--- src/rtl/des_key_schedule.sv ---
// DES key-schedule generator. It rotates the C/D halves of the PC-1 output and
// streams sixteen PC-2 round subkeys over a valid/ready handshake.
module des_key_schedule (
  input  logic        clk,
  input  logic        rst,
  input  logic        start,
  input  logic        decrypt,
  input  logic [55:0] pc1_key,
  output logic [47:0] subkey,
  output logic        subkey_valid,
  input  logic        subkey_ready,
  output logic [3:0]  round_idx,
  output logic        busy,
  output logic        done
);

  localparam logic [1:0] S_IDLE = 2'd0;
  localparam logic [1:0] S_RUN  = 2'd1;
  localparam logic [1:0] S_DONE = 2'd2;

  // PC-2 selection table: entry i gives the 1-based C||D bit feeding subkey bit i+1
  localparam logic [5:0] PC2 [48] = '{
    6'd14, 6'd17, 6'd11, 6'd24, 6'd1,  6'd5,  6'd3,  6'd28,
    6'd15, 6'd6,  6'd21, 6'd10, 6'd23, 6'd19, 6'd12, 6'd4,
    6'd26, 6'd8,  6'd16, 6'd7,  6'd27, 6'd20, 6'd13, 6'd2,
    6'd41, 6'd52, 6'd31, 6'd37, 6'd47, 6'd55, 6'd30, 6'd40,
    6'd51, 6'd45, 6'd33, 6'd48, 6'd44, 6'd49, 6'd39, 6'd56,
    6'd34, 6'd53, 6'd46, 6'd42, 6'd50, 6'd36, 6'd29, 6'd32
  };

  logic [1:0]  r_state;
  logic        r_decrypt;
  logic [27:0] r_c;
  logic [27:0] r_d;

  logic        w_handshake;
  logic [4:0]  w_encRound;
  logic [4:0]  w_decRound;
  logic [27:0] w_nextC;
  logic [27:0] w_nextD;
  logic [47:0] w_nextSubkey;

  function automatic logic [27:0] rotl28(input logic [27:0] x, input logic twoBits);
    return twoBits ? {x[25:0], x[27:26]} : {x[26:0], x[27]};
  endfunction

  function automatic logic [27:0] rotr28(input logic [27:0] x, input logic twoBits);
    return twoBits ? {x[1:0], x[27:2]} : {x[0], x[27:1]};
  endfunction

  // Rounds 1, 2, 9 and 16 shift by one position; all other rounds shift by two
  function automatic logic isDouble(input logic [4:0] round);
    return !((round == 5'd1) || (round == 5'd2) || (round == 5'd9) || (round == 5'd16));
  endfunction

  function automatic logic [47:0] pc2(input logic [55:0] cd);
    logic [47:0] result;
    result = '0;
    for (int i = 0; i < 48; i++) begin
      result[6'(47 - i)] = cd[6'd56 - PC2[i]];
    end
    return result;
  endfunction

  assign w_handshake = subkey_valid && subkey_ready;
  assign w_encRound  = {1'b0, round_idx} + 5'd2;
  assign w_decRound  = 5'd16 - {1'b0, round_idx};

  // Next C/D: first round taken from the key input, later ones from the registered halves
  always_comb begin
    w_nextC = r_c;
    w_nextD = r_d;
    if (r_state == S_IDLE) begin
      if (decrypt) begin
        w_nextC = pc1_key[55:28];
        w_nextD = pc1_key[27:0];
      end else begin
        w_nextC = rotl28(pc1_key[55:28], 1'b0);
        w_nextD = rotl28(pc1_key[27:0], 1'b0);
      end
    end else if (r_decrypt) begin
      w_nextC = rotr28(r_c, isDouble(w_decRound));
      w_nextD = rotr28(r_d, isDouble(w_decRound));
    end else begin
      w_nextC = rotl28(r_c, isDouble(w_encRound));
      w_nextD = rotl28(r_d, isDouble(w_encRound));
    end
  end

  assign w_nextSubkey = pc2({w_nextC, w_nextD});

  always_ff @(posedge clk) begin
    if (rst) begin
      r_state      <= S_IDLE;
      r_decrypt    <= 1'b0;
      r_c          <= '0;
      r_d          <= '0;
      subkey       <= '0;
      subkey_valid <= 1'b0;
      round_idx    <= '0;
    end else begin
      case (r_state)
        S_IDLE: begin
          if (start) begin
            r_decrypt    <= decrypt;
            r_c          <= w_nextC;
            r_d          <= w_nextD;
            subkey       <= w_nextSubkey;
            subkey_valid <= 1'b1;
            round_idx    <= '0;
            r_state      <= S_RUN;
          end
        end
        S_RUN: begin
          if (w_handshake) begin
            if (round_idx == 4'd15) begin
              subkey_valid <= 1'b0;
              round_idx    <= '0;
              r_state      <= S_DONE;
            end else begin
              r_c       <= w_nextC;
              r_d       <= w_nextD;
              subkey    <= w_nextSubkey;
              round_idx <= round_idx + 4'd1;
            end
          end
        end
        S_DONE: begin
          r_state <= S_IDLE;
        end
        default: begin
          r_state <= S_IDLE;
        end
      endcase
    end
  end

  assign busy = (r_state == S_RUN);
  assign done = (r_state == S_DONE);

endmodule

--- config.mk ---
export PLATFORM = sky130hd
export DESIGN_NAME = des_key_schedule
export DESIGN_NICKNAME = d
export VERILOG_FILES = /design/src/rtl/des_key_schedule.sv
export SDC_FILE = /design/constraint.sdc
export NUM_CORES = 1
export LEC_CHECK = 0
export CAP_MARGIN = 20
export CORE_MARGIN = 2
export CORE_UTILIZATION = 40
export DETAILED_ROUTE_END_ITERATION = 7
export GPL_TIMING_DRIVEN = 0
export HOLD_SLACK_MARGIN = 0.05
export PLACE_DENSITY = 0.74
export SYNTH_ARGS = -nofsm -noshare
export SYNTH_HDL_FRONTEND = slang
export SYNTH_SLANG_ARGS = --single-unit
--- constraint.sdc ---
create_clock -name clk -period 2.1 [get_ports clk]
set_clock_uncertainty 0.2 [all_clocks]
set_input_delay 0.42 -clock clk [delete_from_list [all_inputs] [get_ports clk]]
set_output_delay 0.42 -clock clk [all_outputs]
set_load 0.01 [all_outputs]
# After elaboration in Yosys (flattened, before gate mapping)
# Index checks and enable logic that the tools add are counted.
# W data, S select, Z words.
op_classes:
  mux: 34
  add_sub_neg: 3
  eq_ne: 15
  n_reduce_logical: 14
op_table:
  columns: ["op", "n"]
  rows:
  - ["$mux W28", 16]
  - ["$mux W48", 3]
  - ["$pmux W28 S2", 2]
  - ["$pmux W48 S2", 1]
  - ["$mux W4", 3]
  - ["$eq A5 B1 Y1 const B", 2]
  - ["$eq A5 B2 Y1 const B", 2]
  - ["$eq A5 B4 Y1 const B", 2]
  - ["$eq A5 B5 Y1 const B", 2]
  - ["$pmux W4 S2", 1]
  - ["$reduce_and A4 Y1", 2]
  - ["$logic_or A1 B1 Y1", 6]
  - ["$mux W2", 3]
  - ["$reduce_and A3 Y1", 2]
  - ["$add A4 B2 Y5 const B", 1]
  - ["$sub A5 B4 Y5 const A", 1]
  - ["$add A4 B1 Y4 const B", 1]
  - ["$eq A4 B4 Y1 const B", 1]
  - ["$ne A2 B1 Y1 const B", 2]
  - ["$ne A2 B2 Y1 const B", 2]
  - ["$pmux W2 S2", 1]
  - ["$mux W1", 3]
  - ["$eq A2 B1 Y1 const B", 1]
  - ["$eq A2 B2 Y1 const B", 1]
  - ["other kinds (5)", 5]
totals:
  input_bits: 61
  out_inout_bits: 55
  wordCells: 73
  reg_bits: 112

# Depth between registers and ports, before layout
# Gate-level depths: netlist (run 1).
logic_depth:
  ltp_word: 11
  ltp_mapped: 9
  ltp_nobuf: 7

# Least setup slack after synthesis (run 1)
# No wires, ideal clock.
synth_timing:
  path_kind: "reg-to-reg"
  startpoint: "reg round_idx[1]"
  endpoint: "reg r_c[10]"
  slack_ns: -0.254
  setup_ns: 0.137
  t_required_ns: 1.763
  synth_period_minus_slack_ns: 2.354
  n_path_buf: 2
  stages_incl_launch_ff: 10
  arrival_ns: 2.017
  cell_sequence: "dfxtp_1 inv_1 ha_1 a21bo_1 a21oi_1 o31ai_2 buf_6 clkbuf_4 mux2i_1 a211oi_1"
synth_via:
  elab_chain_cells: 11
  word_cells_on_any_way: 27
  classes_between: "2 x add/sub; 10 x eq/ne; 8 x mux; 7 x reduce/logical"
synth_rtl:
  columns: ["item", "line", "text"]
  rows:
  - ["start: declaration", "12", "output logic [3:0] round_idx,"]
  - ["start signal: assignment", "124", "round_idx <= round_idx + 4'd1;"]
  - ["$sub A5 B4 Y5 / $add A4 B2 Y5 (equally long branches)", "67, 66", null]
  - ["$eq A5 B1 Y1 / $eq A5 B2 Y1 (equally long branches)", "53", "return !((round == 5'd1) || (round == 5'd2) || (round == 5'd9) || (round == 5'd16));"]
  - ["$logic_or A1 B1 Y1 (3 in series)", "53", null]
  - ["$mux W28 (on tied branches)", "48, 44", null]
  - ["$mux W28", "81", "end else if (r_decrypt) begin"]
  - ["$mux W28", "73", "if (r_state == S_IDLE) begin"]
  - ["$mux W28", "116", "if (round_idx == 4'd15) begin"]
  - ["$mux W28", "115", "if (w_handshake) begin"]
  - ["$pmux W28 S2", "102", "case (r_state)"]
  - ["end signal: assignment", "106", "r_c <= w_nextC;"]
  - ["end signal: assignment", "121", "r_c <= w_nextC;"]
  - ["end: declaration", "33", "logic [27:0] r_c;"]
# Several ways; a longest one is shown, not always the timed one. The select of a mux whose other input is x is not followed.
# A chain may end at the register's enable or synchronous reset.

# Worst setup path after layout (run 1)
layout_timing:
  startpoint: "reg round_idx[1]"
  endpoint: "reg r_d[7]"
layout_via:
  elab_chain_cells: 11
  word_cells_on_any_way: 27
  classes_between: "2 x add/sub; 10 x eq/ne; 8 x mux; 7 x reduce/logical"
layout_rtl:
  columns: ["item", "line", "text"]
  rows:
  - ["$sub A5 B4 Y5 / $add A4 B2 Y5 (equally long branches)", "67, 66", null]
  - ["$eq A5 B1 Y1 / $eq A5 B2 Y1 (equally long branches)", "53", null]
  - ["$logic_or A1 B1 Y1 (3 in series)", "53", null]
  - ["$mux W28 (on tied branches)", "48, 44", null]
  - ["$mux W28", "81", null]
  - ["$mux W28", "73", null]
  - ["$mux W28", "116", null]
  - ["$mux W28", "115", null]
  - ["$pmux W28 S2", "102", null]
  - ["end signal: assignment", "107", "r_d <= w_nextD;"]
  - ["end signal: assignment", "122", "r_d <= w_nextD;"]
  - ["end: declaration", "34", "logic [27:0] r_d;"]
# Several ways; a longest one is shown, not always the timed one. The select of a mux whose other input is x is not followed.

==> results of run 1 <==
[power by group]
part / total [mW] / internal [mW] / switching (mW)
Clock: 1.50 / 0.920 / 0.577
Sequential: 1.49 / 1.33 / 0.161
Combinational: 1.31 / 0.730 / 0.579
[worst max-delay path, cell delays in order (launching register included)]
cell	delay, ns
dfxtp_4	0.37
inv_4	0.08
ha_4	0.14
nand2b_4	0.06
and3_4	0.18
o32ai_4	0.31
buf_12	0.21
buf_12	0.16
mux2i_2	0.23
a211oi_2	0.09
[logic make-up after synthesis]
logic type / count (synthesis)
xor gates and xnor gates: 1
buffers and inverters: 116
other: 1
muxes: 168
and+or+nand+nor: 92
AOI/OAI and AO/OA: 182
DFF: 64
adders and majority gates: 7
[state kept, by name, indices dropped and copies added (netlist names)]
register,cells
r_c,28
r_d,27
r_decrypt,1
r_state,2
round_idx,4
subkey,1
subkey_valid,1
[metrics by stage]
stage                     TNS [ns]  area, µm²  setup WS (ns)
after floorplan                  0       5670         0.0211
after global routing         -6.45       7940         -0.174
after global placement      -42.66       6860         -0.869
final                        -1.31       7940        -0.0712
after detailed placement    -46.09       6860         -0.947
after CTS                    -2.07       7550        -0.0746
[cell type report]
cell class | instances | share of cell area (%)
Multi-Input combinational cell | 466 | 50.3
Sequential cell | 64 | 16.4
Timing Repair Buffer | 118 | 15.5
Buffer | 111 | 11.1
Clock buffer | 13 | 3.02
Tap cell | 176 | 2.77
Clock inverter | 3 | 0.536
Inverter | 5 | 0.331
[cell usage after synthesis (2+ instances only)]
library cell  number  area share, %
o31ai_1           57            7.7
a21oi_1           64            5.8
nand3_1            6           0.54
clkbuf_1          39            2.6
buf_8              4            1.1
nor3_1             2           0.18
buf_2             11           0.99
buf_1              2           0.14
nor2_1             8           0.54
nand2_1            7           0.47
buf_4             50            6.8
and3_1             2           0.23
clkbuf_4           3           0.41
or3_1             56            6.3
inv_1              5           0.34
nand2b_1           2           0.23
nor2b_1            2           0.23
buf_6              2           0.41
a211oi_1          57            7.7
mux2i_1          168             30
ha_1               7            1.6
dfxtp_1           64             23
[layer usage]
metal,up-vias,GRT usage [%],wire [µm]
met5,-,0,0
met2,217,37.5,8540
li1,2634,-,-
met4,0,5.96,221
met3,23,3.51,1050
met1,2612,30.4,7770
[path summary, 6_finish.rpt]
path	from	end	slack (ns)	cells after the start
max	round_idx[1]	r_d[7]	-0.07	9
min	subkey_ready	r_state[0]	0.31	4
max reg2reg	round_idx[1]	r_d[7]	-0.07	9
min reg2reg	round_idx[1]	round_idx[1]	0.33	2
[repair_timing]
action / CTS / global route
setup endpoints to repair: 63 / 65
pin swaps: 39 / 12
buffers inserted: 10 / 4
gates cloned: 4 / 3
gates resized for setup: 82 / 83
==> qor.csv, run 1 <==
stage,metric,value,unit
power_and_ir_drop,worst vdd ir,0.000428,V
die,# IOs,116,
timing,RSZ-0062 raised after global routing,true,
route,Starting DRT DRC Count,374,
placed_design,port buffer count,97,
placed_design,Placer Congestion,0.904,
route,TritonRoute pass-1 iters,5,
yosys,"Warnings, synthesis",0,
clock_network,CTS buffer count,9,
outcome,violated checks,setup timing,
finish,"most common cell after layout, fill and taps aside",mux2i_1,
clock_network,clk sink count,64,
route,DRC viols,0,
hold_path,hold crit path type,input port to flop,
power_and_ir_drop,Pwr per Cell Area,541,nW/µm²
yosys,"FF+latch count, synth",64,
finish,Area Overhead vs Synth,43.4,%
timing,Tmin final,2.17,ns
yosys,post-synthesis mux area share,30.4,%
power_and_ir_drop,Leakage,3.00,nW
timing,Slew @ Worst Pin,0.646,ns
finish,Post-Route Utilization,59.3,%
outcome,status,finished with violations,
worst_setup_path,CP Max Fanout,10,
die,die area,14800,µm²
clock_network,clock buffer depth,2,
yosys,prevailing post-synth register cell,dfxtp_1,
clock_network,H-tree Lvls,3,
power_and_ir_drop,total power,4.30,mW
worst_setup_path,crit path DAT,2.18,ns
yosys,Synth Area in XOR/XNOR,0.158,%
timing,Peak Freq,461,MHz
grt,GRT overflow,0,
grt,via count of the first global-routing pass,5334,
job,Max-Cap Viols,0,
route,Detailed Route WL,17600,µm
yosys,number of flops mapped to enable cells by yosys,0,
finish,Antenna diodes,0,
yosys,Mapped Area,5540,µm²
finish,share of cells above drive strength 1,26.7,%
yosys,post-synthesis simple-gate area fraction,9.87,%
grt,largest net degree at the start of global routing,11,
timing,Final WS setup,-0.0712,ns
clock_network,clock transition at the registers of the reported paths,0.06,ns
yosys,largest family of logic cells by synthesized area,multiplexers,
timing,Max-slew headroom,56.9,%
grt,GR Util All Layers,22.5,%
yosys,Post-Synth Adder-Cell Area,1.58,%
yosys,register area share after synthesis,23.1,%
timing,max-slew violations,0,
route,WL/cell,18.4,µm
finish,"non-filler cells, final",956,
route,DR vias/cell,5.74,
die,Die Height,122,µm
die,# rows,42,
route,Routed Antenna Nets,0,
clock_network,hold buffers post-CTS,0,
worst_setup_path,Setup CP Type,flop to flop,
finish,area of the multi-input gates,4000,µm²
route,Via Count,5486,
timing,Tcrit/Tclk final,103,%
yosys,Syn Area/Cell,8.78,µm²
grt,initial antenna violation count,0,
die,Die Span X,122,µm
grt,first-pass GRT wire length,27100,µm
yosys,compound-gate portion of the synthesized area,22.0,%
clock_network,Root Driver,clkbuf_16,
worst_setup_path,Crit. End Element,flop,
worst_setup_path,Startpoint Class,flop,
die,initial core utilization,41.3,%
finish,Final #Nets,843,
yosys,Synth cell types,35,
timing,Fin. Hold Viols,0,
placed_design,HPWL Detailed,11900,µm
clock_network,clock insertion delay at the later pin of the skew report,0.34,ns
clock_network,TritonCTS clock tree,built,
yosys,Async SR Flop Fraction,0,%
worst_setup_path,Crit path required time,2.11,ns
finish,storage element area,1310,µm²
yosys,Cells after Synth,631,
timing,Setup-failing EPs final,44,
placed_design,placed insts,919,
finish,"commonest cells after routing, fill and taps aside","146 x mux2i_1, 95 x clkdlybuf4s50_1, 64 x buf_4, 63 x a21oi_1, 56 x o31ai_1",
timing,WHS,0.311,ns
finish,fillers,1127,
die,core area,13400,µm²
Power figures use the tool's default switching activity.
==> inputs of run 2 (changes only) <==
- CORE_MARGIN: 2 -> default
- CORE_UTILIZATION: 40 -> 47
- PLACE_DENSITY: 0.74 -> 0.83
- TNS_END_PERCENT: default -> 1
==> qor.csv, run 2 (synthesis results as in run 1) <==
stage,metric,value,unit,change
outcome,status,finished with violations,,
outcome,violated checks,setup timing,,
route,Routed Antenna Nets,0,,unchanged
clock_network,clock transition at the registers of the reported paths,0.06,ns,about the same
timing,Tmin final,2.30,ns,+0.132 ns
timing,Peak Freq,434,MHz,-5.7%
finish,Final #Nets,843,,unchanged
finish,"most common cell after layout, fill and taps aside",mux2i_1,,
route,DR vias/cell,6.13,,+6.9%
power_and_ir_drop,NetSw,1.31,mW,-0.29%
clock_network,TritonCTS clock tree,built,,
timing,Slew @ Worst Pin,0.622,ns,-0.0235 ns
clock_network,clk sink count,64,,unchanged
power_and_ir_drop,register share of total power,34.2,%,-0.5 points
timing,Max-slew headroom,58.5,%,+1.6 points
grt,met1 Usage GRT,33.1,%,+2.6 points
die,initial core utilization,48.3,%,+7.0 points
finish,max FFs per register,28,,unchanged
die,die area,12200,µm²,-17%
hold_path,hold crit path type,input port to flop,,
route,Via Count,5661,,+3.2%
die,# rows,39,,-7.1%
grt,GRT overflow,0,,unchanged
worst_setup_path,r2r endpoint,r_c[26],,
job,Max-Cap Viols,0,,unchanged
power_and_ir_drop,worst vdd ir,0.000370,V,-14%
power_and_ir_drop,total power,4.33,mW,+0.81%
worst_setup_path,Crit. End Element,flop,,
timing,RSZ-0062 raised after global routing,true,,
timing,Setup-failing EPs final,57,,+30%
hold_path,HP Start,subkey_ready,,
route,TritonRoute pass-1 iters,6,,+1
clock_network,hold buffers post-CTS,0,,unchanged
clock_network,clock buffer depth,2,,unchanged
hold_path,Min-Delay Path Depth,4,,unchanged
finish,Antenna diodes,0,,unchanged
timing,max-slew violations,0,,unchanged
route,Detailed Route WL,17800,µm,+1.5%
worst_setup_path,CP Max Fanout,7,,-3
worst_setup_path,r2r startpoint,round_idx[1],,
route,DRC viols,0,,unchanged
finish,Biggest register,r_c,,
placed_design,Placer Congestion,0.891,,-1.4%
clock_network,Root Driver,clkbuf_16,,
finish,fillers,860,,-24%
hold_path,Worst Hold Path EP,r_state[0],,
power_and_ir_drop,internal power,3.02,mW,+1.3%
power_and_ir_drop,switching part of the total power,30.3,%,-0.33 points
die,Die Span X,111,µm,-9.1%
timing,Final WS setup,-0.203,ns,-0.132 ns
route,Starting DRT DRC Count,440,,+18%
clock_network,H-tree Lvls,3,,unchanged
clock_network,CTS buffer count,9,,unchanged
finish,Area Overhead vs Synth,41.5,%,
grt,initial antenna violation count,0,,unchanged
worst_setup_path,Crit path required time,2.10,ns,about the same
power_and_ir_drop,combinational share of power,30.0,%,-0.5 points
timing,Tcrit/Tclk final,110,%,+6.3 points
power_and_ir_drop,Pwr per Cell Area,553,nW/µm²,+2.2%
grt,first-pass GRT wire length,27700,µm,+2.1%
worst_setup_path,crit path from,round_idx[1],,
grt,met2 Use GR,46.2,%,+8.6 points
timing,WHS,0.299,ns,-0.0114 ns
placed_design,port buffer count,97,,unchanged
grt,via count of the first global-routing pass,5576,,+4.5%
finish,top flop regs,"r_c: 28 flops, r_d: 27 flops, round_idx: 4 flops",,
worst_setup_path,r2r worst-path depth,9,,unchanged
timing,Fin. Hold Viols,0,,unchanged
power_and_ir_drop,Leakage,2.99,nW,-0.37%
clock_network,clock insertion delay at the later pin of the skew report,0.34,ns,about the same
grt,grt met3 use,6.26,%,+2.7 points
placed_design,Placement Setup Slack,-0.942,ns,+0.00515 ns
worst_setup_path,Startpoint Class,flop,,
die,Die Height,111,µm,-9.1%
grt,global route hottest layer,met2,,
worst_setup_path,R2R setup slack,-0.20,ns,-0.13 ns
finish,share of cells above drive strength 1,25.4,%,-1.3 points
finish,"commonest cells after routing, fill and taps aside","151 x mux2i_1, 95 x clkdlybuf4s50_1, 66 x buf_4, 62 x a21oi_1",,
route,WL/cell,19.3,µm,+5.2%
placed_design,HPWL Detailed,11500,µm,-3.3%
power_and_ir_drop,Clk pwr share,35.8,%,+1.0 points
worst_setup_path,Setup CP Type,flop to flop,,
grt,largest net degree at the start of global routing,11,,unchanged
die,# IOs,116,,unchanged
grt,GR Util All Layers,27.4,%,+4.9 points
worst_setup_path,crit path DAT,2.31,ns,+0.13 ns
die,core area,11500,µm²,-14%
## run 2: cell types whose count changed in the layout (fill, tap and decap cells not counted), moves of 2 or more
cell,previous run,this run
buf_8,2,4
mux2i_2,15,13
mux2i_1,146,151
mux2i_4,7,4
buf_6,6,4
clkbuf_2,5,3
dfxtp_1,51,56
or3_1,38,41
buf_4,64,66
dfxtp_2,10,5
or3_4,18,15
## run 2: worst max-delay path by stage
stage | endpoint
finish | r_c[26]
detailed placement | r_c[18]
CTS | r_d[11]
global route | r_c[26]
floorplan | r_c[10]
global placement | r_c[8]
## run 2: what timing repair did
item,in CTS,in global routing
endpoints found under the setup margin,62,64
setup buffers,13,2
gates cloned,5,1
pin swaps,19,23
resized for setup,86,61
## run 2: power by group through the flow
stage / registers [mW] / logic (mW) / clock network [mW]
2_1_floorplan: 1.44 / 0.753 / 0
3_3_place_gp: 1.48 / 1.11 / 0
3_5_place_dp: 1.49 / 1.13 / 0
4_1_cts: 1.46 / 1.22 / 1.53
5_1_grt: 1.50 / 1.37 / 1.61
6_report: 1.48 / 1.30 / 1.55
## run 2: worst max-delay path: stages (launching register included)
cell	delay (ns)
dfxtp_4	0.37
inv_4	0.08
ha_4	0.14
nand2b_4	0.06
and3_4	0.18
o32ai_4	0.33
buf_8	0.22
buf_12	0.15
mux2i_1	0.29
a211oi_2	0.13
## run 2: metal layers
metal,up-vias,part of all wire [%]
met4,0,2.8
met1,2673,41
li1,2633,-
met2,307,49
met3,48,7.3
met5,-,0
## run 2: final cells by class
| cell class | instances | area [µm²] | area share (%) |
|---|---|---|---|
| tap | 143 | 179 | 2.28 |
| inverter | 5 | 26.3 | 0.335 |
| clock inverter | 3 | 40.0 | 0.511 |
| timing repair buffer | 118 | 1200 | 15.4 |
| multi-input combinational | 466 | 3950 | 50.4 |
| sequential | 64 | 1300 | 16.6 |
| clock buffer | 13 | 260 | 3.32 |
| buffer | 111 | 881 | 11.2 |
## run 2: metrics by stage
stage	setup TNS, ns	instances	cell area [µm²]	util [%]
floorplan	0	646	5670	-
global placement	-40.47	886	6820	59.4
detailed placement	-45.90	886	6820	59.4
finish	-5.45	923	7840	68.3
global route	-7.14	923	7840	68.3
CTS	-2.09	920	7570	66.0
==> inputs of run 3 (changes only) <==
- CORE_UTILIZATION: 47 -> 48
- PLACE_DENSITY: 0.83 -> default
- PLACE_DENSITY_LB_ADDON: default -> 0.05
==> qor.csv, run 3 (synthesis results as in run 1) <==
stage,metric,value,unit,change
outcome,status,finished with violations,,
outcome,violated checks,setup timing,,
finish,Finished Cell Area,7840,µm²,about the same
worst_setup_path,Setup CP Type,flop to flop,,
die,die area,12000,µm²,-2.0%
die,# rows,38,,-2.6%
worst_setup_path,r2r endpoint,r_d[5],,
route,DRC viols,0,,unchanged
finish,Biggest register,r_c,,
grt,met1 Usage GRT,36.1,%,+3.0 points
finish,fillers,867,,+0.81%
timing,Fin. Hold Viols,0,,unchanged
clock_network,TritonCTS clock tree,built,,
grt,GRT overflow,0,,unchanged
timing,Max-slew headroom,58.9,%,+0.36 points
route,Via Count,5430,,-4.1%
die,# IOs,116,,unchanged
finish,top flop regs,"r_c: 28 flops, r_d: 27 flops, round_idx: 4 flops",,
route,Detailed Route WL,16500,µm,-7.5%
power_and_ir_drop,worst vdd ir,0.000381,V,+3.1%
timing,Tcrit/Tclk final,106,%,-3.2 points
worst_setup_path,r2r startpoint,round_idx[1],,
grt,GR Util All Layers,28.1,%,+0.67 points
route,DR vias/cell,5.88,,-4.2%
hold_path,HP Start,subkey_valid,,
worst_setup_path,Crit path required time,2.11,ns,about the same
finish,area of the multi-input gates,3860,µm²,-2.3%
grt,grt met3 use,4.33,%,-1.9 points
power_and_ir_drop,total power,4.32,mW,-0.24%
finish,Final #Nets,847,,+0.47%
timing,Setup-failing EPs final,56,,-1.8%
clock_network,clock transition at the registers of the reported paths,0.06,ns,about the same
finish,share of cells above drive strength 1,23.6,%,-1.8 points
worst_setup_path,Startpoint Class,flop,,
finish,"most common cell after layout, fill and taps aside",mux2i_1,,
die,core area,11000,µm²,-3.8%
clock_network,clk sink count,64,,unchanged
route,WL/cell,17.9,µm,-7.6%
grt,met2 Use GR,47.2,%,+1.0 points
finish,Post-Route Utilization,71.1,%,+2.8 points
worst_setup_path,CP Max Fanout,7,,unchanged
route,TritonRoute pass-1 iters,4,,-2
timing,max-slew violations,0,,unchanged
placed_design,DP Area,6810,µm²,about the same
power_and_ir_drop,Pwr per Cell Area,551,nW/µm²,-0.34%
timing,Final WS setup,-0.136,ns,+0.0673 ns
grt,global route hottest layer,met2,,
power_and_ir_drop,Leakage,2.97,nW,-0.34%
grt,first-pass GRT wire length,26300,µm,-4.9%
die,Die Height,109,µm,-1.0%
worst_setup_path,R2R setup slack,-0.14,ns,+0.07 ns
hold_path,hold crit path type,flop to flop,,
finish,Antenna diodes,0,,unchanged
placed_design,HPWL Detailed,11100,µm,-3.0%
die,initial core utilization,50.2,%,+1.9 points
finish,storage element area,1300,µm²,unchanged
timing,Tmin final,2.24,ns,-0.0673 ns
route,Starting DRT DRC Count,274,,-38%
clock_network,H-tree Lvls,3,,unchanged
finish,Area Overhead vs Synth,41.6,%,about the same
timing,Peak Freq,447,MHz,+3.0%
clock_network,Root Driver,clkbuf_16,,
placed_design,placed insts,883,,-0.34%
finish,"commonest cells after routing, fill and taps aside","161 x mux2i_1, 97 x clkdlybuf4s50_1, 65 x buf_4, 62 x a21oi_1",,
finish,"non-filler cells, final",924,,+0.11%
clock_network,clock insertion delay at the later pin of the skew report,0.33,ns,about the same
clock_network,clock buffer depth,2,,unchanged
grt,initial antenna violation count,0,,unchanged
worst_setup_path,r2r worst-path depth,10,,+1
grt,via count of the first global-routing pass,5271,,-5.5%
timing,RSZ-0062 raised after global routing,true,,
clock_network,CTS buffer count,9,,unchanged
worst_setup_path,crit path DAT,2.24,ns,-0.07 ns
grt,largest net degree at the start of global routing,12,,+1
die,Die Span X,109,µm,-1.0%
hold_path,Min-Delay Path Depth,2,,-2
route,Routed Antenna Nets,0,,unchanged
finish,max FFs per register,28,,unchanged
job,Max-Cap Viols,0,,unchanged
placed_design,Placer Congestion,0.859,,-3.7%
placed_design,port buffer count,97,,unchanged
worst_setup_path,Crit. End Element,flop,,
timing,Slew @ Worst Pin,0.617,ns,-0.00534 ns
hold_path,Worst Hold Path EP,subkey_valid,,
-- run 3: power by group --
| part | internal (mW) | leakage (nW) | total [mW] | switching [mW] |
|---|---|---|---|---|
| registers | 1.33 | 0.534 | 1.47 | 0.148 |
| clock network | 1.02 | 0.149 | 1.57 | 0.557 |
| logic | 0.714 | 2.29 | 1.27 | 0.558 |
-- run 3: stage by stage --
step           setup TNS (ns)  worst slack (ns)  hold slack, ns
5_1_grt                 -8.74            -0.222           0.415
3_3_place_gp           -42.95            -0.875           0.335
2_1_floorplan               0            0.0211           0.319
6_report                -3.59            -0.136           0.358
3_5_place_dp           -42.74            -0.891           0.341
4_1_cts                 -1.98           -0.0683           0.360
-- run 3: worst max path at each step --
stage / startpoint / slack [ns] / cells past startpoint / endpoint
floorplan: round_idx[1] / 0.02 / 7 / r_c[10]
global placement: subkey_ready / -0.88 / 7 / r_d[13]
detailed placement: subkey_ready / -0.89 / 7 / r_d[5]
CTS: round_idx[0] / -0.07 / 10 / r_c[22]
global route: round_idx[1] / -0.22 / 10 / r_d[5]
finish: round_idx[1] / -0.14 / 10 / r_d[5]
-- run 3: repair_timing --
| item | in CTS | in global routing |
|---|---|---|
| pin swaps | 31 | 8 |
| setup buffers | 19 | 0 |
| setup endpoints to repair | 62 | 60 |
| gates resized for setup | 94 | 36 |
| gates cloned | 7 | 0 |
| hold buffers | 0 | 0 |
-- run 3: layout make-up --
cell class,instances,share of cell area [%]
clock inverter,2,0.479
inverter,5,0.367
sequential,64,16.6
timing repair buffer,123,16.6
multi-input combinational,466,49.2
buffer,110,11.1
tap,140,2.23
clock buffer,14,3.49
-- run 3: worst max-delay path, stage by stage (launching register included) --
cell,delay [ns]
dfxtp_4,0.37
inv_4,0.09
ha_4,0.14
nand2b_4,0.06
and3_4,0.18
o32ai_4,0.27
buf_6,0.21
buf_6,0.12
buf_12,0.11
mux2i_2,0.25
a211oi_2,0.10
-- run 3: metal layers --
layer | vias up | wire length [µm] | share of wire, %
met3 | 40 | 772 | 4.7
met5 | - | 0 | 0
met4 | 0 | 476 | 2.9
li1 | 2644 | - | -
met1 | 2561 | 7370 | 45
met2 | 185 | 7890 | 48
